--- config.mk ---
export PLATFORM = sky130hd
export DESIGN_NAME = rule90_reverse
export DESIGN_NICKNAME = d
export VERILOG_FILES = /design/src/rtl/rule90_pkg.sv /design/src/rtl/rule90_step.sv /design/src/rtl/rule90_reverse.sv
export SDC_FILE = /design/constraint.sdc
export NUM_CORES = 2
export LEC_CHECK = 0
export ABC_AREA = 0
export BUFFER_PORTS_ARGS = -buffer_cell sky130_fd_sc_hd__buf_2
export CAP_MARGIN = 20
export CORE_MARGIN = 4
export CORE_UTILIZATION = 45
export CTS_CLUSTER_DIAMETER = 200
export DETAILED_ROUTE_END_ITERATION = 12
export PLACE_DENSITY = 0.68
export SLEW_MARGIN = 20
export SYNTH_ARGS = -nofsm -noshare
export SYNTH_HDL_FRONTEND = slang
export SYNTH_HIERARCHICAL = 1
export SYNTH_SLANG_ARGS = --single-unit
--- constraint.sdc ---
create_clock -name clk -period 4.6 [get_ports clk]
set_input_delay 0.92 -clock clk [delete_from_list [all_inputs] [get_ports clk]]
set_output_delay 0.92 -clock clk [all_outputs]
set_load 0.02 [all_outputs]
--- src/rtl/rule90_pkg.sv ---
// Shared types and helpers for the rule90 automaton blocks (rule90_reverse, rule90_step).
package rule90_pkg;

  typedef enum logic [2:0] {
    IDLE,
    SEED,
    SCAN,
    NEXT,
    FIN
  } state_e;

  localparam int unsigned N_DEF    = 512;
  localparam int unsigned STEP_DEF = 8;
  localparam int unsigned CHUNKS   = N_DEF / STEP_DEF;
  // Widest state the seed helper reduces; narrower states are zero-extended.
  localparam int unsigned N_MAX    = 2048;

  function automatic int unsigned cnt_w(input int unsigned n);
    return (n <= 2) ? 1 : $clog2(n);
  endfunction

  function automatic logic odd_xor(input logic [N_MAX-1:0] v);
    logic r;
    r = 1'b0;
    for (int unsigned i = 1; i < N_MAX; i += 2) r ^= v[i];
    return r;
  endfunction

endpackage

--- src/rtl/rule90_step.sv ---
// One combinational rule90 generation with zero boundaries: n[i] = p[i-1] ^ p[i+1].
module rule90_step #(
  parameter int unsigned N = 512
) (
  input  logic [N-1:0] p_i,
  output logic [N-1:0] n_o
);

  assign n_o = {p_i[N-2:0], 1'b0} ^ {1'b0, p_i[N-1:1]};

endmodule

--- src/rtl/rule90_reverse.sv ---
// Rewinds a rule90 state by GENS generations, STEP predecessor cells per cycle.
// Define RULE90_REVERSE_CHECK_EN to add a forward-step self-check and the chk_err output.
module rule90_reverse
  import rule90_pkg::*;
#(
  parameter int unsigned N     = 512,
  parameter int unsigned STEP  = 8,
  parameter int unsigned GEN_W = 8
) (
  input  logic             clk,
  input  logic             resetn,
  input  logic             start,
  input  logic [N-1:0]     data,
  input  logic [GEN_W-1:0] gens,
  output logic             busy,
  output logic             done,
  output logic [N-1:0]     q
`ifdef RULE90_REVERSE_CHECK_EN
  ,output logic            chk_err
`endif
);

  localparam int unsigned KW = cnt_w(N);

  state_e           state_q;
  logic [N-1:0]     nreg_q;
  logic [N-1:0]     preg_q;
  logic [GEN_W-1:0] gcnt_q;
  logic [KW-1:0]    k_q;

  logic             seed_d;
  logic [N:0]       nx;
  logic [N+1:0]     px;
  logic [STEP-1:0]  nwin;
  logic [1:0]       pprev;
  logic [STEP-1:0]  chunk_d;

  // Extended views make p[0] fall out of the same chain: n[-1] is the seed, p[-2] is 0.
  always_comb begin
    seed_d  = odd_xor(N_MAX'(nreg_q));
    nx      = {nreg_q, preg_q[0]};
    px      = {preg_q, 2'b00};
    nwin    = nx[k_q +: STEP];
    pprev   = px[k_q +: 2];
    chunk_d = '0;
    for (int unsigned j = 0; j < STEP; j++) begin
      if (j < 2) chunk_d[j] = nwin[j] ^ pprev[j];
      else       chunk_d[j] = nwin[j] ^ chunk_d[j-2];
    end
  end

`ifdef RULE90_REVERSE_CHECK_EN
  logic [N-1:0] fwd_n;

  rule90_step #(.N(N)) u_step (
    .p_i (preg_q),
    .n_o (fwd_n)
  );
`endif

  always_ff @(posedge clk or negedge resetn) begin
    if (!resetn) begin
      state_q <= IDLE;
      nreg_q  <= '0;
      preg_q  <= '0;
      gcnt_q  <= '0;
      k_q     <= '0;
      busy    <= 1'b0;
      done    <= 1'b0;
      q       <= '0;
`ifdef RULE90_REVERSE_CHECK_EN
      chk_err <= 1'b0;
`endif
    end else begin
      done <= 1'b0;
      unique case (state_q)
        IDLE: begin
          if (start) begin
            nreg_q  <= data;
            gcnt_q  <= gens;
            busy    <= 1'b1;
            state_q <= (gens == '0) ? FIN : SEED;
`ifdef RULE90_REVERSE_CHECK_EN
            chk_err <= 1'b0;
`endif
          end
        end
        SEED: begin
          preg_q  <= N'(seed_d);
          k_q     <= '0;
          state_q <= SCAN;
        end
        SCAN: begin
          preg_q[k_q +: STEP] <= chunk_d;
          k_q <= k_q + KW'(STEP);
          if (k_q == KW'(N - STEP)) state_q <= NEXT;
        end
        NEXT: begin
          nreg_q  <= preg_q;
          gcnt_q  <= gcnt_q - 1'b1;
          state_q <= (gcnt_q == GEN_W'(1)) ? FIN : SEED;
`ifdef RULE90_REVERSE_CHECK_EN
          if (fwd_n != nreg_q) chk_err <= 1'b1;
`endif
        end
        FIN: begin
          q       <= nreg_q;
          done    <= 1'b1;
          busy    <= 1'b0;
          state_q <= IDLE;
        end
        default: state_q <= IDLE;
      endcase
    end
  end

endmodule

==> reports/qor.yml <==
run_status:
  status: "finished clean"
setup_path:
  crit_path_max_fanout: 41
  crit_required_ns: 5.28
  end_kind: "flip-flop"
  r2r-end: "preg_q[478]"
  reg2reg_from: "k_q[4]"
  cpPeakStageDelay_ns: 0.76
  crit_arrival_ns: 5.06
  rrSetupSlack_ns: 0.22
  r2r_cells: 12
  critical-path-slowest-cell: "dfrtp_4"
  critical_path_class: "reg -> reg"
  path_delay_family: "multiplexers"
  cp_cell_sequence: "buf_12 > buf_4 > mux4_2 > mux4_2 > mux2i_1 > xor2_1 > nor2_1 > a21oi_2 > xnor2_1 > xnor2_4 > buf_12 > o21ai_0"
  crit_buf_inv: 3
  startpoint_type: "flip-flop"
detailed_routing:
  vias: 58070
  drc_errors: 0
  dr.pass1.iters: 6
  avgRoutedWirePerCell_um: 32.4
  ant_nets: 0
  wl_um: 308000
  drt_iter0_drc: 6467
  vias_per_cell: 6.12
clock_tree:
  cts-root-buf: "clkbuf_16"
  numCtsBuffers: 165
  h-tree-depth: 4
  insertion_delay_ns: 0.84
  cts_tree: "done"
  cts_hold_buf: 0
  cts.sinks: 1555
  clk_pin_slew_ns: 0.07
  clk_path_buf_depth: 3
sta:
  worst_slack_ns: 0.219
  slew_viol_final: 0
  setup_tns_ns: 0
  fin_crit_ns: 4.38
  worst_pin_slew_ns: 1.23
  hold_viol: 0
  setup_viol: 0
  timing.final.crit_share_pct: 95.2
  fmax_ghz: 0.228
  finClkSkew_ns: 0.0361
  rsz0062_at_grt: "no"
  relSlewSlack_pct: 17.9
yosys:
  synth.top_cell.area_share_pct: 56.3
  synth-main-ff-cell: "dfrtp_1"
  ys_seq_area_share_pct: 56.3
  syn_nets: 6933
  syn_inst: 6405
  synth_edf_count: 0
  synth.distinct_cells: 45
  yosysTopAreaCell: "dfrtp_1"
  ys_top_cells_by_count: "dfrtp_1 (1555), nand2_1 (1113), nor2_1 (540), nand3_1 (529), o21ai_0 (520)"
  synthTopCellsByArea: "dfrtp_1 (56%), mux2_2 (8.4%), mux4_2 (6.2%)"
  ys_seq_elements: 1555
  async_flop_share_pct: 100
  ys.warnings.count: 6
  syn_area_per_cell_um2: 10.8
  netlist_area_um2: 69100
  synth_most_common_cell: "dfrtp_1"
global_route:
  grt_pass1_vias: 55981
  track_usage_pct: 37.7
  grt_max_degree: 174
  grt_overflow_total: 0
  grt_first_pass_wirelength_um: 426000
  antenna_found_initial: 58
placed_design:
  dpl_worst_slack_ns: 0.0765
  port_buffers: 1036
  place_congestion: 0.988
  dp_hpwl_um: 230000
final_layout:
  syn2layout_area_growth_pct: 20.1
  layout-drive-gt1-share_pct: 30.0
  final_nets: 7830
power_and_ir_drop:
  switching_share_pct: 47.1
  seqPwrFrac_pct: 31.2
  intPower_mw: 37.4
  switchingPower_mw: 33.3
  ir_worst_vdd_uv: 1630
  clockPowerShare_pct: 20.0
  p_per_area_nw_per_um2: 852
  combinationalPowerShare_pct: 48.9
  leakagePower_nw: 32.7
die:
  rows: 143
  die_w_um: 400
  core-area_um2: 152000
  io_pins: 1037
  die_h_um: 400
  die_area_um2: 160000
  start_util_pct: 45.4
hold_path:
  holdCritPathClass: "in -> async"
job:
  max_cap_violations: 0
## power by group through the flow
| stage | Clock (mW) | Combinational, mW | Sequential [mW] |
|---|---|---|---|
| after CTS | 14.2 | 33.6 | 21.8 |
| after global placement | 0 | 33.2 | 21.9 |
| after global routing | 14.8 | 35.9 | 22.0 |
| after detailed placement | 0 | 33.5 | 22.0 |
| final | 14.1 | 34.6 | 22.0 |
| after floorplan | 0 | 20.9 | 19.8 |
## final cells by class
class                   instances  area, um2
diodes                         28       70.1
clock buffers                 245       4890
clock inverters                54        887
fillers                     13204      69300
inverters                       8       30.0
multi-input cells            4325      28200
flip-flops and latches       1555      38900
well taps                    2030       2540
repair buffers               1247       7400
## how the worst max path moves through the flow
stage / from / to / slack, ns / depth (start not counted)
final: k_q[4] / preg_q[478] / 0.22 / 12
after CTS: k_q[3] / preg_q[191] / 0.06 / 12
after floorplan: k_q[3] / preg_q[367] / 1.21 / 11
after global placement: k_q[3] / preg_q[71] / 0.11 / 12
after detailed placement: k_q[3] / preg_q[63] / 0.08 / 12
after global routing: k_q[3] / preg_q[14] / 0.0006 / 12
## stage by stage
stage	utilization (%)	hold slack, ns	instances	total power, mW	instance area (um2)
final	54.5	0.0975	9492	70.7	83000
after global routing	54.5	0.133	9477	72.7	83000
after CTS	54.4	0.112	9460	69.6	82900
after detailed placement	50.6	0.490	9161	55.5	77100
after global placement	50.6	0.480	9161	55.1	77100
after floorplan	-	0.467	6405	40.7	69100
## kinds of logic (layout without fill, tap and decap cells)
family	after synthesis	count (layout)	share of synthesized area (%)
and+or+nand+nor	2232	2232	13.2
DFF	1555	1555	56.3
AOI/OAI and AO/OA	1086	1086	8.89
muxes	726	726	14.9
buffers and inverters	526	1554	3.05
xor gates and xnor gates	275	276	3.55
adders and majority gates	5	5	0.0905
other	0	28	0
## cell usage in the layout (no fill, tap or decap), drive strengths merged, types with 2 or more instances in the layout
master / n
a21oi: 15
diode: 28
ha: 5
clkinvlp: 5
nand3b: 2
nand2: 1113
a22oi: 17
nor2b: 8
a31oi: 513
and3: 3
o21ai: 532
nand2b: 3
xnor2: 231
o22ai: 2
nor2: 540
clkinv: 31
dfrtp: 1555
a21o: 2
mux4: 190
clkbuf: 245
bufinv: 13
buf: 1247
nor4: 5
xnor3: 2
nor3: 14
mux2i: 21
o211ai: 2
and2: 7
nand3: 529
mux2: 515
xor2: 43
inv: 13
nand4: 3
## routing by layer
layer | up-vias | track usage [%] | wire length [um]
met5 | - | 0 | 168
met4 | 26 | 22.9 | 22100
met3 | 789 | 10.5 | 32700
met2 | 3435 | 57.6 | 138000
met1 | 29610 | 47.9 | 114000
li1 | 24210 | - | -
## repair_timing
action / in CTS / in global routing
setup endpoints to repair: 0 / 57
buffers inserted: 0 / 3
gates resized for setup: 0 / 1
## worst reg2reg max path: cells and delay by family (launching register included)
family	cells	cell delay, ns
mux	3	1.16
xor+xnor	3	0.97
buf+inv	3	0.93
flops	1	0.76
compound gates	2	0.35
simple gates	1	0.06
## flip-flops by register name, summed over array words and instances (netlist names)
register  flops
k_q           6
gcnt_q        8
nreg_q      512
q           512
preg_q      512
done          1
busy          1
state_q       3
(Power assumes the default switching activity.)
